`config.mk`:
```
export PLATFORM = sky130hd
export DESIGN_NAME = unified_mem_arbiter
export DESIGN_NICKNAME = d
export VERILOG_FILES = /design/src/rtl/unified_mem_arbiter_pkg.sv /design/src/rtl/unified_mem_arbiter_starve.sv /design/src/rtl/unified_mem_arbiter.sv
export SDC_FILE = /design/constraint.sdc
export NUM_CORES = 1
export LEC_CHECK = 0
export BUFFER_PORTS_ARGS = -buffer_cell sky130_fd_sc_hd__buf_2
export CELL_PAD_IN_SITES_DETAIL_PLACEMENT = 0
export CELL_PAD_IN_SITES_GLOBAL_PLACEMENT = 1
export CORE_UTILIZATION = 17
export DETAILED_ROUTE_END_ITERATION = 8
export GPL_TIMING_DRIVEN = 0
export PLACE_DENSITY_LB_ADDON = 0.12
export RECOVER_POWER = 100
export SLEW_MARGIN = 20
export SYNTH_ARGS = -nofsm -noshare
export SYNTH_HDL_FRONTEND = slang
export SYNTH_SLANG_ARGS = --single-unit
```
`constraint.sdc`:
```
create_clock -name clk -period 4.8 [get_ports clk]
set_input_delay 0.96 -clock clk [delete_from_list [all_inputs] [get_ports clk]]
set_output_delay 0.96 -clock clk [all_outputs]
set_load 0.02 [all_outputs]
```
`src/rtl/unified_mem_arbiter_pkg.sv`:
```
// Shared types and constants for the unified memory arbiter.
package unified_mem_arbiter_pkg;

  localparam logic [2:0] F3_LW = 3'b010;

  typedef enum logic [1:0] {
    ARB_RUN    = 2'd0,
    ARB_DRAIN  = 2'd1,
    ARB_HALTED = 2'd2
  } arb_state_e;

  typedef enum logic {
    OWN_IF = 1'b0,
    OWN_DM = 1'b1
  } owner_e;

endpackage

```
`src/rtl/unified_mem_arbiter_starve.sv`:
```
// Saturating count of consecutive data grants taken while fetch was waiting.
module arb_starve_counter
  import unified_mem_arbiter_pkg::*;
#(
  parameter int MAX_DATA_RUN = 3
) (
  input  logic clk,
  input  logic rst,
  input  logic inc_i,
  input  logic clr_i,
  output logic at_limit_o
);

  localparam logic [3:0] LIMIT = 4'(MAX_DATA_RUN);

  logic [3:0] cnt_q, cnt_d;

  // Clear wins over increment; the count parks at LIMIT and never wraps.
  always_comb begin
    cnt_d = cnt_q;
    if (clr_i) begin
      cnt_d = 4'd0;
    end else if (inc_i && (cnt_q < LIMIT)) begin
      cnt_d = cnt_q + 4'd1;
    end else begin
      cnt_d = cnt_q;
    end
  end

  always_ff @(posedge clk or posedge rst) begin
    if (rst) begin
      cnt_q <= 4'd0;
    end else begin
      cnt_q <= cnt_d;
    end
  end

  assign at_limit_o = (cnt_q == LIMIT);

endmodule

```
`src/rtl/unified_mem_arbiter.sv`:
```
// Single-port memory arbiter: data over fetch, with a starvation escape for fetch,
// and a halt path that drains the outstanding read before parking.
module unified_mem_arbiter
  import unified_mem_arbiter_pkg::*;
#(
  parameter int ADDR_W       = 12,
  parameter int MAX_DATA_RUN = 3
) (
  input  logic              clk,
  input  logic              rst,
  input  logic              halt,
  input  logic              if_req,
  input  logic [ADDR_W-1:0] if_addr,
  output logic              if_gnt,
  output logic              if_rvalid,
  output logic [31:0]       if_rdata,
  input  logic              dm_req,
  input  logic              dm_we,
  input  logic [2:0]        dm_size,
  input  logic [ADDR_W-1:0] dm_addr,
  input  logic [31:0]       dm_wdata,
  output logic              dm_gnt,
  output logic              dm_rvalid,
  output logic [31:0]       dm_rdata,
  output logic              mem_en,
  output logic              mem_we,
  output logic [2:0]        mem_size,
  output logic [ADDR_W-1:0] mem_addr,
  output logic [31:0]       mem_wdata,
  input  logic [31:0]       mem_rdata,
  output logic              halted
);

  arb_state_e state_q, state_d;
  logic       pend_q, pend_d;
  owner_e     owner_q, owner_d;
  logic       halted_q;
  logic       at_limit;
  logic       grant_ok, dm_win, if_win;

  assign grant_ok = (state_q == ARB_RUN) && !halt;
  assign dm_win   = grant_ok && dm_req && !(if_req && at_limit);
  assign if_win   = grant_ok && if_req && !dm_win;
  assign if_gnt   = if_win;
  assign dm_gnt   = dm_win;

  arb_starve_counter #(
    .MAX_DATA_RUN (MAX_DATA_RUN)
  ) u_starve (
    .clk        (clk),
    .rst        (rst),
    .inc_i      (dm_win && if_req),
    .clr_i      (if_win || !if_req),
    .at_limit_o (at_limit)
  );

  // Memory port follows the winner; idle cycles present an all-zero request.
  always_comb begin
    mem_en    = 1'b0;
    mem_we    = 1'b0;
    mem_size  = 3'd0;
    mem_addr  = {ADDR_W{1'b0}};
    mem_wdata = 32'd0;
    if (dm_win) begin
      mem_en    = 1'b1;
      mem_we    = dm_we;
      mem_size  = dm_size;
      mem_addr  = dm_addr;
      mem_wdata = dm_wdata;
    end else if (if_win) begin
      mem_en   = 1'b1;
      mem_size = F3_LW;
      mem_addr = if_addr;
    end else begin
      mem_en = 1'b0;
    end
  end

  assign pend_d  = if_win || (dm_win && !dm_we);
  assign owner_d = dm_win ? OWN_DM : OWN_IF;

  // A response returning in the halt cycle is delivered there, so only a read
  // issued in that cycle could need DRAIN.
  always_comb begin
    state_d = state_q;
    case (state_q)
      ARB_RUN: begin
        if (halt) begin
          state_d = pend_d ? ARB_DRAIN : ARB_HALTED;
        end else begin
          state_d = ARB_RUN;
        end
      end
      ARB_DRAIN:  state_d = ARB_HALTED;
      ARB_HALTED: state_d = ARB_HALTED;
      default:    state_d = ARB_HALTED;
    endcase
  end

  always_ff @(posedge clk or posedge rst) begin
    if (rst) begin
      state_q  <= ARB_RUN;
      pend_q   <= 1'b0;
      owner_q  <= OWN_IF;
      halted_q <= 1'b0;
    end else begin
      state_q  <= state_d;
      pend_q   <= pend_d;
      owner_q  <= owner_d;
      halted_q <= (state_d == ARB_HALTED);
    end
  end

  assign if_rvalid = pend_q && (owner_q == OWN_IF);
  assign dm_rvalid = pend_q && (owner_q == OWN_DM);
  assign if_rdata  = if_rvalid ? mem_rdata : 32'd0;
  assign dm_rdata  = dm_rvalid ? mem_rdata : 32'd0;
  assign halted    = halted_q;

endmodule

```
# Word-level counts from Yosys, hierarchy flattened
# Cells that the tools add are included.
# totals
wordCells	46
reg_bits	9
out_inout_bits	118
in_bits	97
# op_classes
order_cmp	1
bitwise	1
n_addsub	1
eq_ne	2
mux	16
reduce_logical	20
# op_table
cell	n
$mux W32	3
$mux W12	2
$logic_and A1 B1 Y1	11
$mux W2	4
$mux W4	2
$logic_not A1 Y1	5
$add A4 B1 Y4 const B	1
$eq A4 B2 Y1 const B	1
$lt A4 B2 Y1 const B	1
$mux W1	4
$mux W3	1
$eq A2 B2 Y1 const B	1
$logic_not A2 Y1	1
$logic_or A1 B1 Y1	2
$reduce_bool A2 Y1	1
$not A1 Y1	1

# Depth between registers and ports, before layout
# depth
ltp_word	11
mapped_depth	5
ltp_nobuf	4

# Modules after synthesis
# From an unflattened synthesis, not the netlist that was laid out.
# unflattened
cells_unflattened	168
hier_area_um2	1286.2
# modules_own_cells
mod	cells_per_inst	instances	seq_area_each_um2	area_per_inst_um2
unified_mem_arbiter	152	1	125.1	1082.3
arb_starve_counter	16	1	100.1	203.9

# Worst setup path after synthesis
# Ideal clock, no wire load.
# synth_timing
kind	input port to output port
start	in halt
end	out mem_wdata[24]
n_path_buf	1
t_required_ns	3.840
arrival_time_ns	2.214
setup_slack_ns	1.626
path_stages	4
path_cell_list	or4b_4 o21ba_4 buf_2 and2_1
# synth_between
elab_chain_cells	5
# synth_rtl
element	line	text
from (decl)	unified_mem_arbiter.sv:11	input logic halt,
$logic_not A1 Y1	unified_mem_arbiter.sv:41	assign grant_ok = (state_q == ARB_RUN) && !halt;
$logic_and A1 B1 Y1	unified_mem_arbiter.sv:41	
$logic_and A1 B1 Y1 (2 in series)	unified_mem_arbiter.sv:42	assign dm_win = grant_ok && dm_req && !(if_req && at_limit);
via dm_gnt	unified_mem_arbiter.sv:22	output logic dm_gnt,
$mux W32	unified_mem_arbiter.sv:64	if (dm_win) begin
to (decl)	unified_mem_arbiter.sv:29	output logic [31:0] mem_wdata,
# The timed path passes the listed nets, and every way through them passes these cells.

# Final worst setup path
# layout_timing
start	in halt
end	out mem_addr[9]
# layout_between
elab_chain_cells	8
elab_cells_between_ends	9
classes_between	2 x mux; 7 x reduce/logical
# layout_rtl
element	line	text
$logic_not A1 Y1 *	unified_mem_arbiter.sv:41	
$logic_and A1 B1 Y1 *	unified_mem_arbiter.sv:41	
$logic_and A1 B1 Y1 (2 in series)	unified_mem_arbiter.sv:42	
$logic_not A1 Y1	unified_mem_arbiter.sv:43	assign if_win = grant_ok && if_req && !dm_win;
$logic_and A1 B1 Y1	unified_mem_arbiter.sv:43	
$mux W12	unified_mem_arbiter.sv:70	end else if (if_win) begin
$mux W12 *	unified_mem_arbiter.sv:64	
to (decl)	unified_mem_arbiter.sv:28	output logic [ADDR_W-1:0] mem_addr,
# Every way passes the cells marked *; elsewhere a longest branch is shown, timed or not.

==> impl_metrics.yaml <==
clocking:
  clock_path_buffers: 2
  cts_tree: "done"
  clock_latency_ns: 0.23
  root_buffer: "clkbuf_8"
  holdBufCountCts: 0
  cts_inserted_buffers: 3
  cts.clk_slew.worst_paths_ns: 0.04
  h-tree-depth: 1
  post_cts_buffers: 0
  clkSinkCount: 9
  ctsResizeCount: 0
worst_hold_path:
  hold_path_class: "reg -> reg"
  min-delay-start: "state_q[1]"
  holdPathEnd: "halted"
  hold_depth: 1
timing:
  tightest_slew_ns: 1.114
  grt_setup_unrepaired: "false"
  fmaxAchievable_mhz: 249.8
  max_slew_margin_pct: 25.30
  tns_ns: 0
  fin_skew_ns: 0.0004530
  hold_viol: 0
  final.setup.worst_slack_ns: 0.7963
  finalCritPeriodShare_pct: 83.41
  finalMaxSlewViolations: 0
  setup_viol: 0
  layout_min_cycle_time_ns: 4.004
drt:
  detail-route-antenna-nets: 0
  drtIter0Drc: 52
  routed-via-count: 1887
  dr.pass1.iters: 4
  totalWireLength_mm: 5.524
  drc: 0
  via_per_inst: 3.973
  post_drt_wl_per_cell_um: 11.63
pwr:
  totalPowerFinal_uw: 205.0
  powerDensity_nw_per_um2: 88.41
  irDropWorstVdd_mv: 0.05362
  power_leakage_uw: 0.001268
worst_setup_path:
  slowest_stage: "a211oi_1"
  path_class: "in -> out"
  critPathMaxStageDelay_ns: 0.93
  cp.arrival_ns: 3.04
  crit_path_cell_trace: "clkbuf_1 > or3_1 > a211oi_1 > buf_6 > a22o_1 > clkbuf_1"
  crit_path_end_kind: "primary output"
  crit_fanout: 10
  reg2reg_from: "u_starve.cnt_q[0]"
  startpoint_type: "input pin"
  required_ns: 3.84
  reg2reg_to: "u_starve.cnt_q[2]"
  cp_common_cell: "clkbuf_1"
  reg2reg_depth: 5
  reg2reg_slack_ns: 2.52
yosys:
  synth-seq-cells: 9
  synth_area_um2: 1232
  synthTopCellsByArea: "and2_1, dfrtp_1, and3_1"
  yosysTopAreaCell: "and2_1"
  yosysSeqAreaShare_pct: 18.27
  ys_types: 25
  yosys_warnings: 0
  synth_area_per_cell_um2: 7.655
  yosys.area.top_type_share_pct: 34.52
  syn-num-nets: 259
  synthCells: 161
placement:
  dp.cells: 471
  placed_cell_area_um2: 2424
  place.gp.congestion: 0.7367
  hpwl_mm: 4.728
  place_ws_ns: 1.396
  io_buffers: 214
die:
  start_util_pct: 17.84
  io_pins: 215
  dieHeight_um: 87.15
  core_area_um2: 6907
  fp-row-count: 30
  dieArea_um2: 7594
  die_w_um: 87.15
final_layout:
  area_growth_pct: 88.12
  final_cells: 475
  final_cell_area_um2: 2318
  final_nets: 478
  drive_gt1_share_pct: 33.25
  antenna_cells: 0
  filler_cell_count: 842
  ff_latch_area_um2: 225.2
  multi_input_area_um2: 899.6
grt:
  grtUsageTotal_pct: 12.60
  antenna_found_initial: 0
  grt_pass1_vias: 1595
  grt_max_degree: 12
  grt_pass1_wl_mm: 7.576
  grt-ovfl-total: 0
flow_run:
  cap_violations: 0
status:
  status: "finished clean"
-- synthesized netlist by cell type --
cell type,n
or3b_4,1
and3_1,32
and2_1,68
buf_2,2
dfrtp_1,9
nor3b_1,2
a211oi_4,1
or3_4,1
nor2b_1,1
buf_4,1
inv_1,3
a21o_1,1
o21ba_4,1
o21ai_0,2
a211oi_2,2
a22o_1,12
ha_1,1
a21boi_0,1
clkbuf_1,9
clkbuf_2,2
nor2_1,2
buf_6,1
or4b_4,1
conb_1,1
or3_1,4
-- critical path, delay by kind of cell --
kind                   cells  cell delay [ns]
AND/OR/NAND/NOR            1             0.42
buffers and inverters      3             0.59
AO/OA/AOI/OAI              2             1.07
-- routing by layer --
metal	global-route usage [%]	share of wire [%]	vias to the layer above
met3	2.749	11	5
met4	4.322	1.1	0
met1	13.60	38	770
met5	0	0	-
li1	-	-	979
met2	24.05	50	133
-- kinds of logic (layout without fill, tap and decap cells) --
logic type | Yosys count | in the layout | synth area share (%)
fa+ha+maj | 1 | 1 | 1.015
buf+inv | 18 | 236 | 6.802
flops | 9 | 9 | 18.27
simple gates | 112 | 112 | 58.07
compound gates | 20 | 20 | 15.53
other cells | 1 | 1 | 0.3043
-- through the flow --
stage / hold slack [ns] / util [%]
6_report: 0.4832 / 33.57
5_1_grt: 0.5020 / 33.57
4_1_cts: 0.4960 / 35.74
3_5_place_dp: 0.4861 / 35.09
3_3_place_gp: 0.4763 / 35.09
2_1_floorplan: 0.4587 / -
-- sequential cells by signal, indices dropped and copies added (netlist names) --
signal	flops
halted	1
u_starve.cnt_q	4
state_q	2
pend_q	1
owner_q	1
-- power by group --
part           internal [uW]  switching [uW]  leakage, uW
clock                   57.8            28.8    0.0000228
combinational           27.6            13.9      0.00113
sequential              76.6           0.266     0.000113
-- cells in the final DEF (no fill, tap or decap) --
master,netlist,layout
and3_1,32,32
nor2b_1,1,1
dfrtp_1,9,9
clkbuf_1,9,111
buf_6,1,1
inv_1,3,3
buf_2,2,117
conb_1,1,1
a21o_1,1,1
and2_0,0,18
nor2_1,2,2
nor3b_1,2,2
o21ai_0,2,2
o21ba_1,0,1
or4b_4,1,1
ha_1,1,1
or3b_4,1,1
or3_1,4,5
a22o_1,12,12
clkbuf_8,0,3
buf_4,1,1
a21boi_0,1,1
a211oi_2,2,2
a211oi_1,0,1
and2_1,68,50
-- worst max path at each step --
stage	depth (start not counted)	slack, ns	to	startpoint
after floorplan	4	1.63	mem_wdata[24]	halt
after global placement	6	1.39	mem_addr[7]	halt
after detailed placement	6	1.40	mem_we	halt
after CTS	6	1.39	mem_we	halt
after global routing	6	0.66	mem_addr[8]	halt
final	6	0.80	mem_addr[9]	halt
-- cell type report --
type,count,share of cell area (%)
well taps,96,5.181
repair buffers,214,40.96
multi-input cells,134,38.80
flip-flops and latches,9,9.714
clock buffers,4,1.943
plain buffers,15,2.914
inverters,3,0.4857
Power figures use the tool's default switching activity.
